===== src/rtl/branch_predictor_table_pkg.sv =====
`default_nettype none
// ============================================================================
// Module   : branch_predictor_table_pkg
// Brief    : Shared constants for the branch prediction table: 2-bit counter
//            encodings and the conditional-branch opcode.
// Revision : 1.0 - initial release
// ============================================================================
package branch_predictor_table_pkg;

   // 2-bit saturating counter encodings (MSB is the taken prediction)
   localparam logic [1:0] BP_SNT = 2'b00;   // strongly not taken
   localparam logic [1:0] BP_WNT = 2'b01;   // weakly not taken
   localparam logic [1:0] BP_WT  = 2'b10;   // weakly taken
   localparam logic [1:0] BP_ST  = 2'b11;   // strongly taken

   // RISC-V conditional branch major opcode
   localparam logic [6:0] OPCODE_BRANCH = 7'b1100011;

endpackage
`default_nettype wire


===== src/rtl/branch_predictor_table_sat_counter2.sv =====
`default_nettype none
// ============================================================================
// Module   : sat_counter2
// Brief    : Next-state logic of a 2-bit saturating taken/not-taken counter.
// Revision : 1.0 - initial release
// ============================================================================
module sat_counter2
   import branch_predictor_table_pkg::*;
(
   input  logic [1:0] state_i,
   input  logic       taken_i,
   output logic [1:0] state_o
);

   // Step toward BP_ST on taken, toward BP_SNT on not taken, holding at either end
   always_comb begin
      state_o = state_i;
      if (taken_i) begin
         if (state_i != BP_ST) begin
            state_o = state_i + 2'd1;
         end
      end else begin
         if (state_i != BP_SNT) begin
            state_o = state_i - 2'd1;
         end
      end
   end

endmodule
`default_nettype wire


===== src/rtl/branch_predictor_table.sv =====
`default_nettype none
// ============================================================================
// Module   : branch_predictor_table
// Brief    : Table of 2-bit saturating counters predicting conditional
//            branches in IF (bimodal or gshare indexing), trained at EX
//            resolution, with saturating branch/mispredict counters.
// Revision : 1.0 - initial release
// ============================================================================
module branch_predictor_table
   import branch_predictor_table_pkg::*;
#(
   parameter int         XLEN       = 32,
   parameter int         INDEX_BITS = 6,
   parameter int         GHR_BITS   = 0,
   parameter logic [1:0] INIT_STATE = 2'b01,
   parameter int         PERF_WIDTH = 32
) (
   input  logic                  clk,
   input  logic                  reset_n,
   input  logic [6:0]            IF_opcode,
   input  logic [XLEN-1:0]       IF_pc,
   input  logic [XLEN-1:0]       IF_imm,
   output logic                  branch_estimation,
   output logic [XLEN-1:0]       branch_target,
   output logic [INDEX_BITS-1:0] IF_pht_index,
   input  logic                  EX_branch,
   input  logic                  EX_branch_taken,
   input  logic                  EX_prediction,
   input  logic [INDEX_BITS-1:0] EX_pht_index,
   output logic [PERF_WIDTH-1:0] perf_branches,
   output logic [PERF_WIDTH-1:0] perf_mispredicts
);

   localparam int ENTRIES = 1 << INDEX_BITS;

   if (GHR_BITS < 0 || GHR_BITS > INDEX_BITS) begin : g_ghr_check
      $error("branch_predictor_table: GHR_BITS must lie in 0..INDEX_BITS");
   end

   logic [1:0]            pht_q [ENTRIES];
   logic [1:0]            ctr_d;
   logic [1:0]            rd_ctr;
   logic [INDEX_BITS-1:0] hist;
   logic [PERF_WIDTH-1:0] branches_q,    branches_d;
   logic [PERF_WIDTH-1:0] mispredicts_q, mispredicts_d;

   // ---------------------------------------------------------------------
   // Global history: only resolved branches shift in, nothing speculative
   // ---------------------------------------------------------------------
   if (GHR_BITS > 0) begin : g_gshare
      logic [GHR_BITS-1:0] ghr_q, ghr_d;
      logic [GHR_BITS:0]   ghr_shift;

      // Shift the resolved direction into the LSB, dropping the oldest bit
      always_comb begin
         ghr_shift = {ghr_q, EX_branch_taken};
         ghr_d     = ghr_shift[GHR_BITS-1:0];
      end

      // History register, advanced once per resolved branch
      always_ff @(posedge clk or negedge reset_n) begin
         if (!reset_n) begin
            ghr_q <= '0;
         end else if (EX_branch) begin
            ghr_q <= ghr_d;
         end
      end

      assign hist = INDEX_BITS'(ghr_q);
   end else begin : g_bimodal
      assign hist = '0;
   end

   assign IF_pht_index = IF_pc[INDEX_BITS+1:2] ^ hist;
   assign rd_ctr       = pht_q[IF_pht_index];

   // Combinational prediction; only conditional branches may predict taken
   always_comb begin
      branch_estimation = 1'b0;
      branch_target     = IF_pc + XLEN'(4);
      if (IF_opcode == OPCODE_BRANCH) begin
         branch_estimation = rd_ctr[1];
         if (rd_ctr[1]) begin
            branch_target = IF_pc + IF_imm;
         end
      end
   end

   // Single counter update on the EX write path
   sat_counter2 u_sat_counter2 (
      .state_i (pht_q[EX_pht_index]),
      .taken_i (EX_branch_taken),
      .state_o (ctr_d)
   );

   // Counter table; the IF read above sees the value before this edge's write
   always_ff @(posedge clk or negedge reset_n) begin
      if (!reset_n) begin
         for (int i = 0; i < ENTRIES; i++) begin
            pht_q[i] <= INIT_STATE;
         end
      end else if (EX_branch) begin
         pht_q[EX_pht_index] <= ctr_d;
      end
   end

   // Saturating performance counter next-state
   always_comb begin
      branches_d    = branches_q;
      mispredicts_d = mispredicts_q;
      if (EX_branch) begin
         if (branches_q != '1) begin
            branches_d = branches_q + PERF_WIDTH'(1);
         end
         if ((EX_prediction != EX_branch_taken) && (mispredicts_q != '1)) begin
            mispredicts_d = mispredicts_q + PERF_WIDTH'(1);
         end
      end
   end

   // Performance counter registers
   always_ff @(posedge clk or negedge reset_n) begin
      if (!reset_n) begin
         branches_q    <= '0;
         mispredicts_q <= '0;
      end else begin
         branches_q    <= branches_d;
         mispredicts_q <= mispredicts_d;
      end
   end

   assign perf_branches    = branches_q;
   assign perf_mispredicts = mispredicts_q;

endmodule
`default_nettype wire


===== config.mk =====
export PLATFORM = sky130hd
export DESIGN_NAME = branch_predictor_table
export DESIGN_NICKNAME = d
export VERILOG_FILES = /design/src/rtl/branch_predictor_table_pkg.sv /design/src/rtl/branch_predictor_table_sat_counter2.sv /design/src/rtl/branch_predictor_table.sv
export SDC_FILE = /design/constraint.sdc
export NUM_CORES = 1
export LEC_CHECK = 0
export ABC_CLOCK_PERIOD_IN_PS = 4800
export CELL_PAD_IN_SITES_DETAIL_PLACEMENT = 1
export CELL_PAD_IN_SITES_GLOBAL_PLACEMENT = 2
export CORE_MARGIN = 4
export CORE_UTILIZATION = 35
export DETAILED_ROUTE_END_ITERATION = 8
export PLACE_DENSITY_LB_ADDON = 0.1
export SYNTH_ARGS = -nofsm -noshare
export SYNTH_HDL_FRONTEND = slang
export SYNTH_SLANG_ARGS = --single-unit

===== constraint.sdc =====
create_clock -name clk -period 4.8 [get_ports clk]
set_input_delay 1.2 -clock clk [delete_from_list [all_inputs] [get_ports clk]]
set_output_delay 1.2 -clock clk [all_outputs]
set_load 0.005 [all_outputs]

# After elaboration in Yosys (flattened, before gate mapping)

Index checks and enable logic that the tools add are counted.

Reduce and logical (&&, ||, !) cells: 5
Add/subtract/negate cells: 6
Bitwise logic cells: 2
Eq/ne operators: 5
Mux-type cells: 15
Magnitude comparators: 3

Operators by type and width:

| kind                                                                         | count |
|---|---|
| 128-bit bitwise mux                                                          | 1 |
| 32-bit by 1-bit adder with 32-bit output, second input constant              | 2 |
| 32-bit two-way mux                                                           | 2 |
| 32-bit inequality test, second input constant                                | 2 |
| 32-bit by 3-bit adder with 32-bit output, second input constant              | 1 |
| 32-bit adder                                                                 | 1 |
| 2-bit binary-select mux with 6-bit select                                    | 2 |
| 2-bit two-way mux                                                            | 8 |
| 7-bit >= comparator, second input constant                                   | 2 |
| 6-bit inverter with 7-bit output                                             | 2 |
| 2-bit demux with 6-bit select                                                | 1 |
| 7-bit == test, second input constant                                         | 1 |
| 7-bit by 1-bit less-than comparator with 1-bit output, second input constant | 1 |
| 2-bit AND reduction                                                          | 2 |
| 2-bit by 1-bit adder with 2-bit output, second input constant                | 1 |
| 1-bit logical AND                                                            | 2 |
| 2-bit inequality test, second input constant                                 | 1 |
| 2-bit nonzero test                                                           | 1 |
| 2-bit by 1-bit subtractor with 2-bit output, second input constant           | 1 |
| 1-bit two-way mux                                                            | 1 |
| 1-bit inequality test                                                        | 1 |

Input bits: 82
Logic and storage cells: 102
Bits in registers: 192
Output and inout port bits: 103

# Logic depth before layout (Yosys ltp)

Gate-level depths: netlist of run 1.

Depth in word-level cells: 8
Depth in mapped cells: 11
Depth with buffers taken out: 10

# Hierarchy

From an unflattened synthesis of run 1, not the netlist that was laid out.

Cell total of the unflattened synthesis: 1115
Area, all modules: 11721.2 um^2

Modules (own cells, without submodules):

| module                 | seq. area each (um^2) | instances | cells each | area each (um^2) |
|---|---|---|---|---|
| branch_predictor_table | 4884.7                | 1         | 1112       | 11695.0 |
| sat_counter2           | 0.0                   | 1         | 3          | 26.3 |

# Worst setup path after synthesis of run 1

OpenSTA, ideal clock, no wires.

Path kind: in2out
Start point: in IF_pc[8]
End point: out branch_target[25]
Slack: 0.171 ns
Stages: 9
Data required time: 3.600 ns
Path buffers: 0
Arrival: 3.429 ns
Path through: ha_1 > and3_1 > a31o_2 > a211oi_1 > o21ai_0 > a41oi_1 > o21ai_0 > xnor2_1 > a21oi_1

Word-level cells in the longest chain between the ends: 3
Elaborated cells on any way between the ends: 4
Classes of those cells: add/sub: 2; mux: 2

Ends and longest elaborated chain:

| element                                                                  | line                                                       | text |
|---|---|---|
| from (decl)                                                              | branch_predictor_table.sv:21                               | `input logic [XLEN-1:0] IF_pc,` |
| 32-bit by 3-bit adder with 32-bit output or 32-bit adder (tied branches) | branch_predictor_table.sv:80, branch_predictor_table.sv:84 |  |
| 32-bit two-way mux                                                       | branch_predictor_table.sv:83                               | `if (rd_ctr[1]) begin` |
| 32-bit two-way mux *                                                     | branch_predictor_table.sv:81                               | `if (IF_opcode == OPCODE_BRANCH) begin` |
| to (decl)                                                                | branch_predictor_table.sv:24                               | `output logic [XLEN-1:0] branch_target,` |

Every way passes the cells marked *; elsewhere a longest branch is shown, timed or not.

# Worst setup path in the final report of run 1

Start point: in IF_pc[2]
End point: out branch_target[31]

Word-level cells in the longest chain between the ends: 6
Elaborated cells on any way between the ends: 8
Classes of those cells: add/sub: 2; mux: 5; bitwise: 1

Ends and longest elaborated chain:

| element                                                                          | line |
|---|---|
| branches (longest 5 deep; another with 32-bit by 3-bit adder with 32-bit output) | - |
| 32-bit two-way mux *                                                             | branch_predictor_table.sv:81 |

Mark *: on every way between the ends. The select of a mux whose other input is x is not followed.

==> impl_metrics.py, run 1 <==
metrics = {
    "pwr": {
        "switching_share": 0.303,
        "ir_drop_mv": 0.253,
        "intPower_mw": 3.46,
        "p_seq_frac": 0.420,
        "p_switching_mw": 1.50,
        "pwr-share-comb": 0.287,
        "pwr-share-clk": 0.294,
        "p_leak_nw": 7.20,
        "powerDensity_nw_per_um2": 291,
    },
    "synth": {
        "synth_ff_type": "dfrtp_1",
        "async_flop_share": 1.00,
        "yosysWarnings": 0,
        "synth-edff-count": 0,
        "synth_area_um2": 12300,
        "ys_ff_latch": 192,
        "synth_nets": 1334,
        "synth_area_per_cell_um2": 10.1,
        "yosysSeqAreaShare": 0.399,
        "synthCells": 1217,
        "synth.distinct_cells": 72,
    },
    "cts": {
        "cts.root.buffer_cell": "clkbuf_16",
        "tritoncts": "yes",
        "clk-insertion-delay-late_ns": 0.45,
        "cts_buffers": 17,
        "htree_levels": 4,
        "clk_pin_slew_ns": 0.07,
        "clock_path_buffers": 2,
        "clock_sinks": 192,
    },
    "detailed_routing": {
        "drt_iter0_drc": 486,
        "routed_via_density": 5.28,
        "final_antenna_net_count": 0,
        "dr_total_vias": 10600,
        "route.detailed.drc": 0,
        "wire_per_inst_um": 20.3,
        "wl_um": 40900,
        "first_pass_iters": 5,
    },
    "timing": {
        "drv_slew": 0,
        "skew_ns": 0.0169,
        "slew_headroom": 0.444,
        "period_minus_slack_ns": 4.83,
        "finalSetupViolCount": 1,
        "rsz0062_at_grt": "true",
        "hold_slack_ns": 0.490,
        "layout_setup_ws_ns": -0.0323,
        "fmax_mhz": 207,
        "fin_crit_sh": 1.01,
        "finalHoldViolCount": 0,
        "worst-slew-pin-transition_ns": 0.834,
    },
    "placed_design": {
        "dp_hpwl_um": 29700,
        "gp_congestion": 0.812,
        "port-buffer-count": 184,
        "dp_cells": 1950,
        "dp_slack_ns": -1.03,
    },
    "global_routing": {
        "grt_overflow": 0,
        "grt_start_max_net_pins": 102,
        "grt_pass1_wl_um": 65200,
        "grt.total_usage": 0.213,
        "grt_pass1_vias": 11400,
        "antenna_found_initial": 0,
    },
    "floorplan": {
        "rows": 68,
        "core_um2": 34500,
        "die_area_um2": 38100,
        "start_util": 0.355,
        "die_h_um": 195,
        "die_w_um": 195,
        "io_pins": 185,
    },
    "outcome": {
        "violations": "negative setup slack",
        "status": "finished, violations left",
    },
    "layout": {
        "diodes": 0,
        "mostFrequentLayoutCell": "buf_4",
        "fillers": 3807,
        "final-seq-area_um2": 4880,
        "mostFrequentLayoutCells": "157 x buf_4, 143 x nand2_1, 128 x dfrtp_1",
        "area_delta_synth_final_pct": 39.4,
        "finalNonFillerCells": 2016,
        "nets": 1665,
        "multi_input_area_um2": 7630,
        "drive_above_1_share": 0.362,
    },
    "setup_path": {
        "required_ns": 3.60,
        "crit_path_end_kind": "output pin",
        "worstPathArrival_ns": 3.63,
        "crit_fanout": 5,
        "critPathKind": "in -> out",
        "cp-start-kind": "input pin",
    },
    "worst_hold_path": {
        "worstHoldPathType": "reg -> reg",
    },
    "job": {
        "max_cap_viol_count": 0,
    },
}
==> cells in the mapped netlist, drive strengths merged (10+ instances only) <==
| cell | n | area, um^2 |
|---|---|---|
| and3 | 21 | 131 |
| dfstp | 64 | 1680 |
| inv | 16 | 60.1 |
| xor2 | 41 | 359 |
| nor3 | 10 | 50.1 |
| a21oi | 71 | 359 |
| or3 | 10 | 62.6 |
| and2 | 12 | 75.1 |
| buf | 35 | 248 |
| xnor2 | 73 | 639 |
| a21o | 16 | 120 |
| and4 | 13 | 114 |
| nand4 | 29 | 181 |
| clkbuf | 24 | 91.3 |
| nand3 | 43 | 215 |
| o21ai | 64 | 320 |
| dfrtp | 128 | 3200 |
| mux2i | 20 | 200 |
| ha | 34 | 425 |
| nor2 | 116 | 435 |
| mux4 | 36 | 811 |
| nand2 | 145 | 544 |
| mux2 | 79 | 972 |
==> state kept, by name, indices dropped and copies added, names as in the netlist <==
register          cells
perf_branches        32
perf_mispredicts     32
pht_q               128
==> final timing paths <==
kind / startpoint / to / slack, ns / cells after the start
worst min register to register: perf_mispredicts[17]$_DFFE_PN0P_ / perf_mispredicts[17]$_DFFE_PN0P_ / 0.49 / 1
worst max-delay path: IF_pc[2] / branch_target[31] / -0.03 / 12
max in group asynchronous: reset_n / pht_q[64]$_DFFE_PN1P_ / 3.01 / 2
min in group asynchronous: reset_n / perf_branches[16]$_DFFE_PN0P_ / 0.86 / 1
worst min-delay path: perf_mispredicts[17]$_DFFE_PN0P_ / perf_mispredicts[17]$_DFFE_PN0P_ / 0.49 / 1
worst max register to register: pht_q[32]$_DFFE_PN1P_ / pht_q[39]$_DFFE_PN0P_ / 1.82 / 9
==> routing by layer <==
metal,GRT usage,vias up,routed length (um)
met4,0.0396,0,372
met2,0.359,183,19900
met5,0,-,0
met3,0.0276,31,1370
li1,-,5057,-
met1,0.298,5375,19200
==> cell type report <==
class | count | share of cell area
sequential | 192 | 0.286
timing repair buffer | 371 | 0.195
inverter | 17 | 0.00374
clock inverter | 13 | 0.00887
tap | 455 | 0.0333
multi-input combinational | 949 | 0.447
clock buffer | 19 | 0.0259
==> timing repair <==
item,CTS,global route
pin swaps,64,28
hold buffers,0,0
cloned,4,1
setup endpoints to repair,33,32
resized for setup,357,60
buffers inserted,26,6
==> stage by stage <==
| step | cell area (um^2) | power (mW) | utilization | setup TNS (ns) |
|---|---|---|---|---|
| floorplan | 12300 | 2.80 | - | 0 |
| global placement | 15600 | 3.39 | 0.450 | -27.78 |
| detailed placement | 15600 | 3.43 | 0.450 | -29.36 |
| CTS | 16900 | 4.98 | 0.488 | -0.381 |
| global route | 17100 | 5.23 | 0.494 | -0.540 |
| finish | 17100 | 4.96 | 0.494 | -0.0323 |
==> cells by family after synthesis <==
group / count (synthesis) / synth area share
muxes: 135 / 0.162
and+or+nand+nor: 441 / 0.174
buffers and inverters: 76 / 0.0329
DFF: 192 / 0.399
adders and majority gates: 36 / 0.0373
xor gates and xnor gates: 114 / 0.0815
AOI/OAI and AO/OA: 223 / 0.114
==> critical path, stage by stage <==
cell and delay [ns]:
buf_12 0.10, buf_12 0.13, mux4_2 0.53, mux4_2 0.52, buf_6 0.14, a22oi_2 0.20, o31ai_4 0.15, buf_4 0.17
nor2b_4 0.11, o21ai_1 0.08, o211a_1 0.17, buf_2 0.11
==> power by group through the flow <==
stage                     Clock (mW)  Sequential [mW]  Combinational, mW
final                           1.46             2.08               1.42
after global routing            1.56             2.11               1.56
after CTS                       1.49             2.08               1.41
after detailed placement           0             2.11               1.32
after global placement             0             2.10               1.29
after floorplan                    0             2.05              0.749
(Power assumes the default switching activity.)
==> run 2, diff against run 1 <==
Settings changed: SLEW_MARGIN set to 20.
==> results of run 2 <==
Final layout, timing and power as in run 1 (identical DEF).
==> run 3, diff against run 2 <==
Settings changed: ABC_CLOCK_PERIOD_IN_PS 4800 to 5810, REMOVE_ABC_BUFFERS set to 1.
Clock period 4.8 ns to 5.81 ns, I/O delays scaled along.
==> run 3 against run 2 <==
Against the previous run: the run now ends clean; sequential power fell by 17%; sequential share of layout area grew 1.5 points; utilization fell by 2.5 points; non-clock buffer count fell by 84; combinational power is 24% lower; worst hold slack worse by 0.0057 ns; via count shrank 3.5%; global-route usage decreased by 0.72 points; critical path depth rose by 1; largest power group unchanged.
==> impl_metrics.py, run 3 (synthesis gave the netlist of run 1 again) <==
metrics = {
    "timing": {
        "tns_ns": 0,
        "drv_slew": 0,
        "fin_crit_sh": 0.990,
        "finalHoldViolCount": 0,
        "rsz0062_at_grt": "true",
        "skew_ns": 0.0149,
        "fmax_mhz": 174,
        "period_minus_slack_ns": 5.75,
        "slew_headroom": 0.213,
        "finalSetupViolCount": 0,
        "layout_setup_ws_ns": 0.0560,
        "worst-slew-pin-transition_ns": 1.17,
    },
    "cts": {
        "clock_sinks": 192,
        "tritoncts": "yes",
        "clock_path_buffers": 2,
        "clk-insertion-delay-late_ns": 0.44,
        "htree_levels": 4,
        "cts.root.buffer_cell": "clkbuf_16",
        "clk_pin_slew_ns": 0.07,
        "cts_buffers": 17,
    },
    "global_routing": {
        "grt_overflow": 0,
        "grt_pass1_vias": 10900,
        "grt.total_usage": 0.206,
        "grt_start_max_net_pins": 113,
        "grt_pass1_wl_um": 63000,
        "antenna_found_initial": 0,
    },
    "detailed_routing": {
        "routed_via_density": 5.32,
        "dr_total_vias": 10300,
        "wl_um": 39300,
        "wire_per_inst_um": 20.3,
        "drt_iter0_drc": 491,
        "route.detailed.drc": 0,
        "first_pass_iters": 5,
        "final_antenna_net_count": 0,
    },
    "pwr": {
        "finalPower_mw": 4.12,
        "powerDensity_nw_per_um2": 255,
        "p_leak_nw": 6.80,
        "ir_drop_mv": 0.197,
    },
    "setup_path": {
        "reg2reg_from": "pht_q[47]$_DFFE_PN0P_",
        "crit_family": "buffers and inverters",
        "crit_fanout": 3,
        "crit_start": "IF_imm[8]",
        "r2r_end": "pht_q[14]$_DFFE_PN1P_",
        "critPathBufInv": 4,
        "cpPeakStageDelay_ns": 0.45,
        "crit_path_end_kind": "output pin",
        "r2r_setup_slack_ns": 2.93,
        "critPathKind": "in -> out",
        "crit_path_cell_trace": "clkdlybuf4s50_1 -> ha_4 -> and3_4 -> buf_4 -> nand2_1 -> or3b_4 -> buf_4 -> a211o_1 -> a21oi_2 -> a21oi_2 -> xnor2_1 -> mux2_2 -> clkdlybuf4s15_1",
        "crit_path_top_delay_cell": "clkdlybuf4s50_1",
        "worstPathArrival_ns": 4.30,
        "cp-start-kind": "input pin",
        "required_ns": 4.36,
        "reg2reg_depth": 9,
    },
    "worst_hold_path": {
        "hp-start": "perf_mispredicts[19]$_DFFE_PN0P_",
        "worstHoldPathCells": 1,
        "worstHoldEndpoint": "perf_mispredicts[19]$_DFFE_PN0P_",
        "worstHoldPathType": "reg -> reg",
    },
    "layout": {
        "mostFrequentLayoutCells": "152 x clkdlybuf4s50_1, 145 x nand2_1, 128 x dfrtp_1",
        "fillers": 3873,
        "largest_reg_flops": 128,
        "finalNonFillerCells": 1932,
        "max_flop_register": "pht_q",
        "diodes": 0,
        "final_util": 0.469,
        "drive_above_1_share": 0.261,
        "final-seq-area_um2": 4880,
        "mostFrequentLayoutCell": "clkdlybuf4s50_1",
        "area_delta_synth_final_pct": 32.2,
        "nets": 1581,
        "multi_input_area_um2": 7290,
    },
    "placed_design": {
        "dp_cells": 1891,
        "port-buffer-count": 184,
        "dp_slack_ns": -0.628,
        "dp_hpwl_um": 28500,
        "gp_congestion": 0.809,
    },
    "floorplan": {
        "io_pins": 185,
        "rows": 68,
        "die_h_um": 195,
        "die_area_um2": 38100,
        "core_um2": 34500,
        "die_w_um": 195,
        "start_util": 0.355,
    },
    "outcome": {
        "status": "finished clean",
    },
    "job": {
        "max_cap_viol_count": 0,
    },
}
## run 3: worst max-delay path by stage
stage          slack (ns)                end  cells past startpoint
6_report             0.06  branch_target[18]                     13
3_5_place_dp        -0.63  branch_target[31]                     13
4_1_cts             -0.07  branch_target[31]                     12
5_1_grt             -0.04  branch_target[24]                     13
3_3_place_gp        -0.58  branch_target[31]                     13
2_1_floorplan        0.22  branch_target[31]                      6
## run 3: through the flow
step	hold slack [ns]	area, um^2
floorplan	0.460	11900
global placement	0.477	15200
detailed placement	0.477	15200
CTS	0.491	16000
global route	0.521	16200
finish	0.485	16200
## run 3: routing by layer
metal,vias up,track usage,part of all wire
li1,4877,-,-
met1,5188,0.295,0.49
met2,180,0.337,0.47
met3,30,0.0281,0.029
met4,0,0.0390,0.011
met5,-,0,0
## run 3: final cells by class
type | count | share of cell area
inverters | 17 | 0.00394
flip-flops and latches | 192 | 0.302
clock inverters | 13 | 0.0127
repair buffers | 287 | 0.169
well taps | 455 | 0.0351
clock buffers | 19 | 0.0280
multi-input cells | 949 | 0.450
## run 3: repair_timing
item                                    CTS  global route
endpoints found under the hold margin     0             0
buffers inserted                          3             7
gates resized for setup                  55            51
endpoints found under the setup margin   32            23
pin swaps                                22            19
hold buffers                              0             0
## run 3: power by group
part | total (mW) | internal [mW] | switching (mW)
Sequential | 1.72 | 1.57 | 0.148
Combinational | 1.08 | 0.570 | 0.508
Clock | 1.33 | 0.789 | 0.537
Total | 4.12 | 2.93 | 1.19
